File: src/rtl/universal_shift_reg.sv
`default_nettype none
// +--------------------------------------------------------------------------+
// | universal_shift_reg                                                      |
// | WIDTH-bit hold / shift-right / shift-left / parallel-load register with  |
// | a per-word shift counter and a registered word_done pulse.               |
// | Revision: 1.0                                                            |
// +--------------------------------------------------------------------------+
module universal_shift_reg #(
  parameter int               WIDTH     = 8,
  parameter logic [WIDTH-1:0] RESET_VAL = {WIDTH{1'b0}},
  parameter int               CNT_W     = $clog2(WIDTH + 1)
) (
  input  logic             clk,
  input  logic             reset,
  input  logic             en,
  input  logic [1:0]       mode,
  input  logic             ser_in_r,
  input  logic             ser_in_l,
  input  logic [WIDTH-1:0] par_in,
  output logic [WIDTH-1:0] par_out,
  output logic             ser_out_r,
  output logic             ser_out_l,
  output logic [CNT_W-1:0] shift_cnt,
  output logic             word_done
);

  localparam logic [1:0]       C_MODE_HOLD  = 2'b00;
  localparam logic [1:0]       C_MODE_RIGHT = 2'b01;
  localparam logic [1:0]       C_MODE_LEFT  = 2'b10;
  localparam logic [1:0]       C_MODE_LOAD  = 2'b11;
  localparam logic [CNT_W-1:0] C_CNT_LAST   = CNT_W'(WIDTH - 1);

  logic [WIDTH-1:0] q_q, q_d;
  logic [CNT_W-1:0] cnt_q, cnt_d;
  logic             done_q, done_d;
  logic             w_shift;

  // Both shift directions feed the same word counter.
  assign w_shift = en && ((mode == C_MODE_RIGHT) || (mode == C_MODE_LEFT));

  always_comb begin
    q_d    = q_q;
    cnt_d  = cnt_q;
    done_d = 1'b0;
    if (en) begin
      case (mode)
        C_MODE_HOLD:  q_d = q_q;
        C_MODE_RIGHT: q_d = {ser_in_r, q_q[WIDTH-1:1]};
        C_MODE_LEFT:  q_d = {q_q[WIDTH-2:0], ser_in_l};
        C_MODE_LOAD:  begin
          q_d   = par_in;
          cnt_d = '0;
        end
        default:      q_d = q_q;
      endcase
    end
    if (w_shift) begin
      if (cnt_q == C_CNT_LAST) begin
        cnt_d  = '0;
        done_d = 1'b1;
      end else begin
        cnt_d  = cnt_q + CNT_W'(1);
      end
    end
  end

  always_ff @(posedge clk) begin
    if (reset) begin
      q_q    <= RESET_VAL;
      cnt_q  <= '0;
      done_q <= 1'b0;
    end else begin
      q_q    <= q_d;
      cnt_q  <= cnt_d;
      done_q <= done_d;
    end
  end

  assign par_out   = q_q;
  assign ser_out_r = q_q[0];
  assign ser_out_l = q_q[WIDTH-1];
  assign shift_cnt = cnt_q;
  assign word_done = done_q;

endmodule
`default_nettype wire
File: config.mk
export PLATFORM = sky130hd
export DESIGN_NAME = universal_shift_reg
export DESIGN_NICKNAME = d
export VERILOG_FILES = /design/src/rtl/universal_shift_reg.sv
export SDC_FILE = /design/constraint.sdc
export NUM_CORES = 1
export LEC_CHECK = 0
export BUFFER_PORTS_ARGS = -buffer_cell sky130_fd_sc_hd__buf_2
export CAP_MARGIN = 40
export CORE_MARGIN = 4
export CORE_UTILIZATION = 40
export DETAILED_ROUTE_END_ITERATION = 8
export PLACE_DENSITY = 0.75
export RECOVER_POWER = 100
export SLEW_MARGIN = 15
export SYNTH_ARGS = -nofsm -noshare
export SYNTH_HDL_FRONTEND = slang
export SYNTH_SLANG_ARGS = --single-unit
File: constraint.sdc
create_clock -name clk -period 1.55 [get_ports clk]
set_input_delay 0.155 -clock clk [delete_from_list [all_inputs] [get_ports clk]]
set_output_delay 0.155 -clock clk [all_outputs]
set_load 0.02 [all_outputs]
; ---- Yosys cells after proc, flatten, opt, wreduce, memory -nomap -nowiden
; Index checks and enable logic that the tools add are counted.
[word_totals]
output_inout_bits = 15
ff_bits = 13
in_bits = 15
word_cells = 24
[classes]
n_eq_ne = 4
muxes = 6
reduce_logical = 8
n_addsub = 1
n_bitwise = 2
[op_table]
columns = op, count
row1 = case mux 8 bit (3 select lines), 1
row2 = two-way mux 4 bit, 4
row3 = adder 4 x 1 -> 4 bit (second input constant), 1
row4 = == test 2 bit (second input constant), 2
row5 = == test 4 x 3 -> 1 bit (second input constant), 1
row6 = AND reduction 2 bit, 2
row7 = nonzero test 2 bit, 2
row8 = == test 2 x 1 -> 1 bit (second input constant), 1
row9 = zero test 2 bit, 1
row10 = inverter 1 bit, 2
row11 = OR reduction 2 bit, 1
row12 = logical AND 1 bit, 1
row13 = logical OR 1 bit, 1
row14 = two-way mux 1 bit, 1

; ---- Depth between registers and ports, before layout
[depth]
ltp_word = 5
mapped_depth = 7
ltp_nobuf = 5

; ---- Worst setup path before layout
; No wires, ideal clock.
[synth_path]
path_kind = register to register
from = reg cnt_q[0], in the netlist shift_cnt[0]
to = reg cnt_q[0], in the netlist shift_cnt[0]
setup_time_ps = 70
synth_period_minus_slack_ps = 1355
path_stages_with_launch = 5
required_time_ps = 1480
arrival_time_ps = 1285
path_buffers = 0
setup_slack_ps = 195
path_cell_list = dfxtp_1 ha_1 nand3b_1 or3b_2 a21oi_1
[synth_between]
elab_chain_len = 3
word_cells_on_any_way = 4
cone_classes = 1 x add/sub / 1 x eq/ne / 2 x mux
[synth_rtl]
columns = element, line
row1 = from (decl), 34  ; logic [CNT_W-1:0] cnt_q, cnt_d;
row2 = from (signal assigned), 74  ; cnt_q <= cnt_d;
row3 = adder 4 x 1 -> 4 bit / == test 4 x 3 -> 1 bit (equally long branches), "62, 58"
row4 = two-way mux 4 bit *, 58  ; if (cnt_q == C_CNT_LAST) begin
row5 = two-way mux 4 bit *, 57  ; if (w_shift) begin
; Every way passes the cells marked *; elsewhere a longest branch is shown, timed or not.
; A chain may end at the register's enable or synchronous reset.

; ---- Worst setup path in the final report
; Ends and elaborated chain as after synthesis.

==> impl_results.md <==
- Worst-path cell chain: ha_1 -> nand3b_1 -> or3b_2 -> a21oi_1
- Ant. Diodes: 0
- Number of remaining DRC errors: 0
- Syn avg cell area: 8.84 µm²
- Maximum frequency from static timing analysis: 0.729 GHz
- CP Data Required Time: 1750 ps
- Total global routing track utilization: 0.136
- Inserted Clock Buffers: 3
- Number of non-filler instances in the completed layout: roughly 120
- CTS tree: yes
- Buffers inserted by post-CTS timing repair: 0
- Ys flop type: sky130_fd_sc_hd__dfxtp_1
- Net count after synthesis: 98
- Setup repair after global routing missed its margin: false
- Setup_tns: 0 ps
- Status: finished clean
- Post-synth top area share: 0.373
- Arrival @ worst endpoint: 1580 ps
- Die Area: 2480 µm²
- Largest fanout on the critical path: 5
- Clock insertion delay at the later pin of the skew report: 270 ps
- Fraction of final layout cells sized beyond drive strength 1: 0.222
- Number of placed cells counting well taps: 120
- Final critical delay including setup and external delays: 1370 ps
- DRT antenna net count: 0
- Top Usage Layer GRT: met2
- Gate count of the mapped netlist: 79
- Met2 demand-to-capacity share in global routing: 0.214
- Final Wtd Congestion: around 0.71
- Most common cell in the synthesized netlist: sky130_fd_sc_hd__dfxtp_1
- Synth cell types: 26
- CTS resizes: 0
- Critical setup path kind: reg2reg
- Wire length of the first global-routing pass: 2660 µm
- Overall Power: 736 µW
- Power per cell area: 878 nW/µm²
- Clk buf depth: 2
- Antenna violations before repair: 0
- CTS Hold Bufs: 0
- Cells taking the most area after synthesis: sky130_fd_sc_hd__dfxtp_1 37%, sky130_fd_sc_hd__a22oi_1 8.6%, sky130_fd_sc_hd__a311oi_1 7.5%
- Via count of the routed design: 694
- Standard cell area after detailed placement: 836 µm²
- CTS Sinks: 13
- Standard cell with the maximum stage delay on the critical path: sky130_fd_sc_hd__or3b_2
- Async SR Flop Fraction: 0
- Count of H-tree levels built during CTS: 1
- Type of destination of the critical path: flop
- Core ar.: 1580 µm²
- Buffer type at the clock tree root: sky130_fd_sc_hd__clkbuf_4
- Pins Over Slew Limit: 0
- Final routed wire length divided by cell count: between 10 and 15 µm
- Core Util, Final: 0.532
- Flops & latches, synth: 13
- Max-Cap Viols: 0
- Transition at the pin with the smallest max-transition slack: 664 ps
- Initial DRC count: 18
- Std cell rows: 14
- Signed area change from the synthesized netlist to the final layout: 20.1%
- # nets final: 128
- Overall die width: between 40 and 50 µm
- Io pins: 30
- Vias per cell: 5.60
- Most area-hungry cell type in the Yosys netlist: sky130_fd_sc_hd__dfxtp_1
- Final wirelength: 1600 µm
- Largest net degree at the start of global routing: 17
- Cell area after synthesis: 698 µm²
- Overflow left after global routing: 0
- Final HPWL DP: 1200 µm
- Number of search-and-repair iterations in the first detailed-routing pass: 4
- Met1 track demand over resource in global routing: 0.172
- Critical Path Start Type: flop
- Syn. warnings: 0
- Worst relative slew slack: 0.557
- Via count of the first global-routing pass: 619
- Global Route met3 Usage: 0.0331
- Number of hold violations in the final report: 0
- Min-Delay Path Class: in2reg
- Critical path's largest stage delay: around 450 ps
- Ratio of final minimum period to clock period: 0.884
- Leakage: 0.325 nW
- Setup skew after layout: about 0.93 ps
- Sequential element share of the synthesized area: 0.373
- Top cells by instance count after synthesis: 13 x sky130_fd_sc_hd__dfxtp_1, 11 x sky130_fd_sc_hd__nand2_1, 9 x sky130_fd_sc_hd__nor2_1
- Final Setup Violations: 0
- Clock-pin transition on the worst setup and hold timing paths: 80 ps
- Design area: 838 µm²
- Die extent in y: 49.8 µm
- Number of enable-type register cells in the synthesized netlist: 0
- Fillcell total: between 150 and 200
- Starting density of the core: 0.443
- Count of input and output buffers: 29
- Worst VDD drop: 398 µV
[final timing paths]
kind                            slack [ps]  depth (start not counted)            to         start
worst min-delay path                   150                          3    par_out[7]      ser_in_r
worst min register to register         510                          2  shift_cnt[2]  shift_cnt[2]
worst max register to register         180                          4  shift_cnt[0]  shift_cnt[0]
worst max-delay path                   180                          4  shift_cnt[0]  shift_cnt[0]
[cells by family after synthesis]
group                      count (synthesis)  share of synthesized area
and+or+nand+nor                           31                      0.219
AOI/OAI and AO/OA                         22                      0.254
DFF                                       13                      0.373
buffers and inverters                      9                     0.0824
adders and majority gates                  4                     0.0717
[report_power, final]
group	internal, mW	switching [mW]	total (mW)
clock	0.0996	0.107	0.206
combinational	0.0580	0.0992	0.157
sequential	0.353	0.0192	0.372
total	0.511	0.225	0.736
[per-layer routing]
layer  part of all wire  vias up
li1                   -      350
met1               0.45      316
met2               0.46       26
met3              0.070        2
met4              0.014        0
met5                  0        -
[sequential cells by signal (all words and copies together) (netlist names)]
name / cells
par_out: 8
shift_cnt: 4
word_done: 1
[cell type report]
cell class	instances	area, µm²	area share
Inverter	2	7.51	0.00896
Clock buffer	4	26.3	0.0313
Timing Repair Buffer	32	144	0.172
Multi-Input combinational cell	57	380	0.454
Tap cell	16	20.0	0.0239
Sequential cell	13	260	0.310
[cells in the final DEF, fill, tap and decap left out, drive strengths merged]
cell    netlist  final
ha            4      4
a21oi         2      2
or3b          1      1
a32oi         1      1
dfxtp        13     13
nand4         1      1
or4b          1      1
nand3b        1      1
nand3         1      1
o21ai         2      2
a22oi         8      8
buf           6     15
nor2b         2      2
and3b         1      1
a31oi         1      1
nor3          1      1
a311oi        8      8
inv           2      2
clkbuf        1     21
nor2         10     10
nand2        12     12
[stage by stage]
step,hold WS [ps],setup WS [ps]
after floorplan,227,195
after detailed placement,442,107
final,154,179
after CTS,154,176
after global placement,426,154
after global routing,172,53.5
[worst max-delay path: cells and delay by family (launching register included)]
family / cells / cell delay (ps)
AND/OR/NAND/NOR: 2 / 570
flip-flops: 1 / 350
AO/OA/AOI/OAI: 1 / 150
adder cells (fa/ha/maj): 1 / 240
Power figures use the tool's default switching activity.
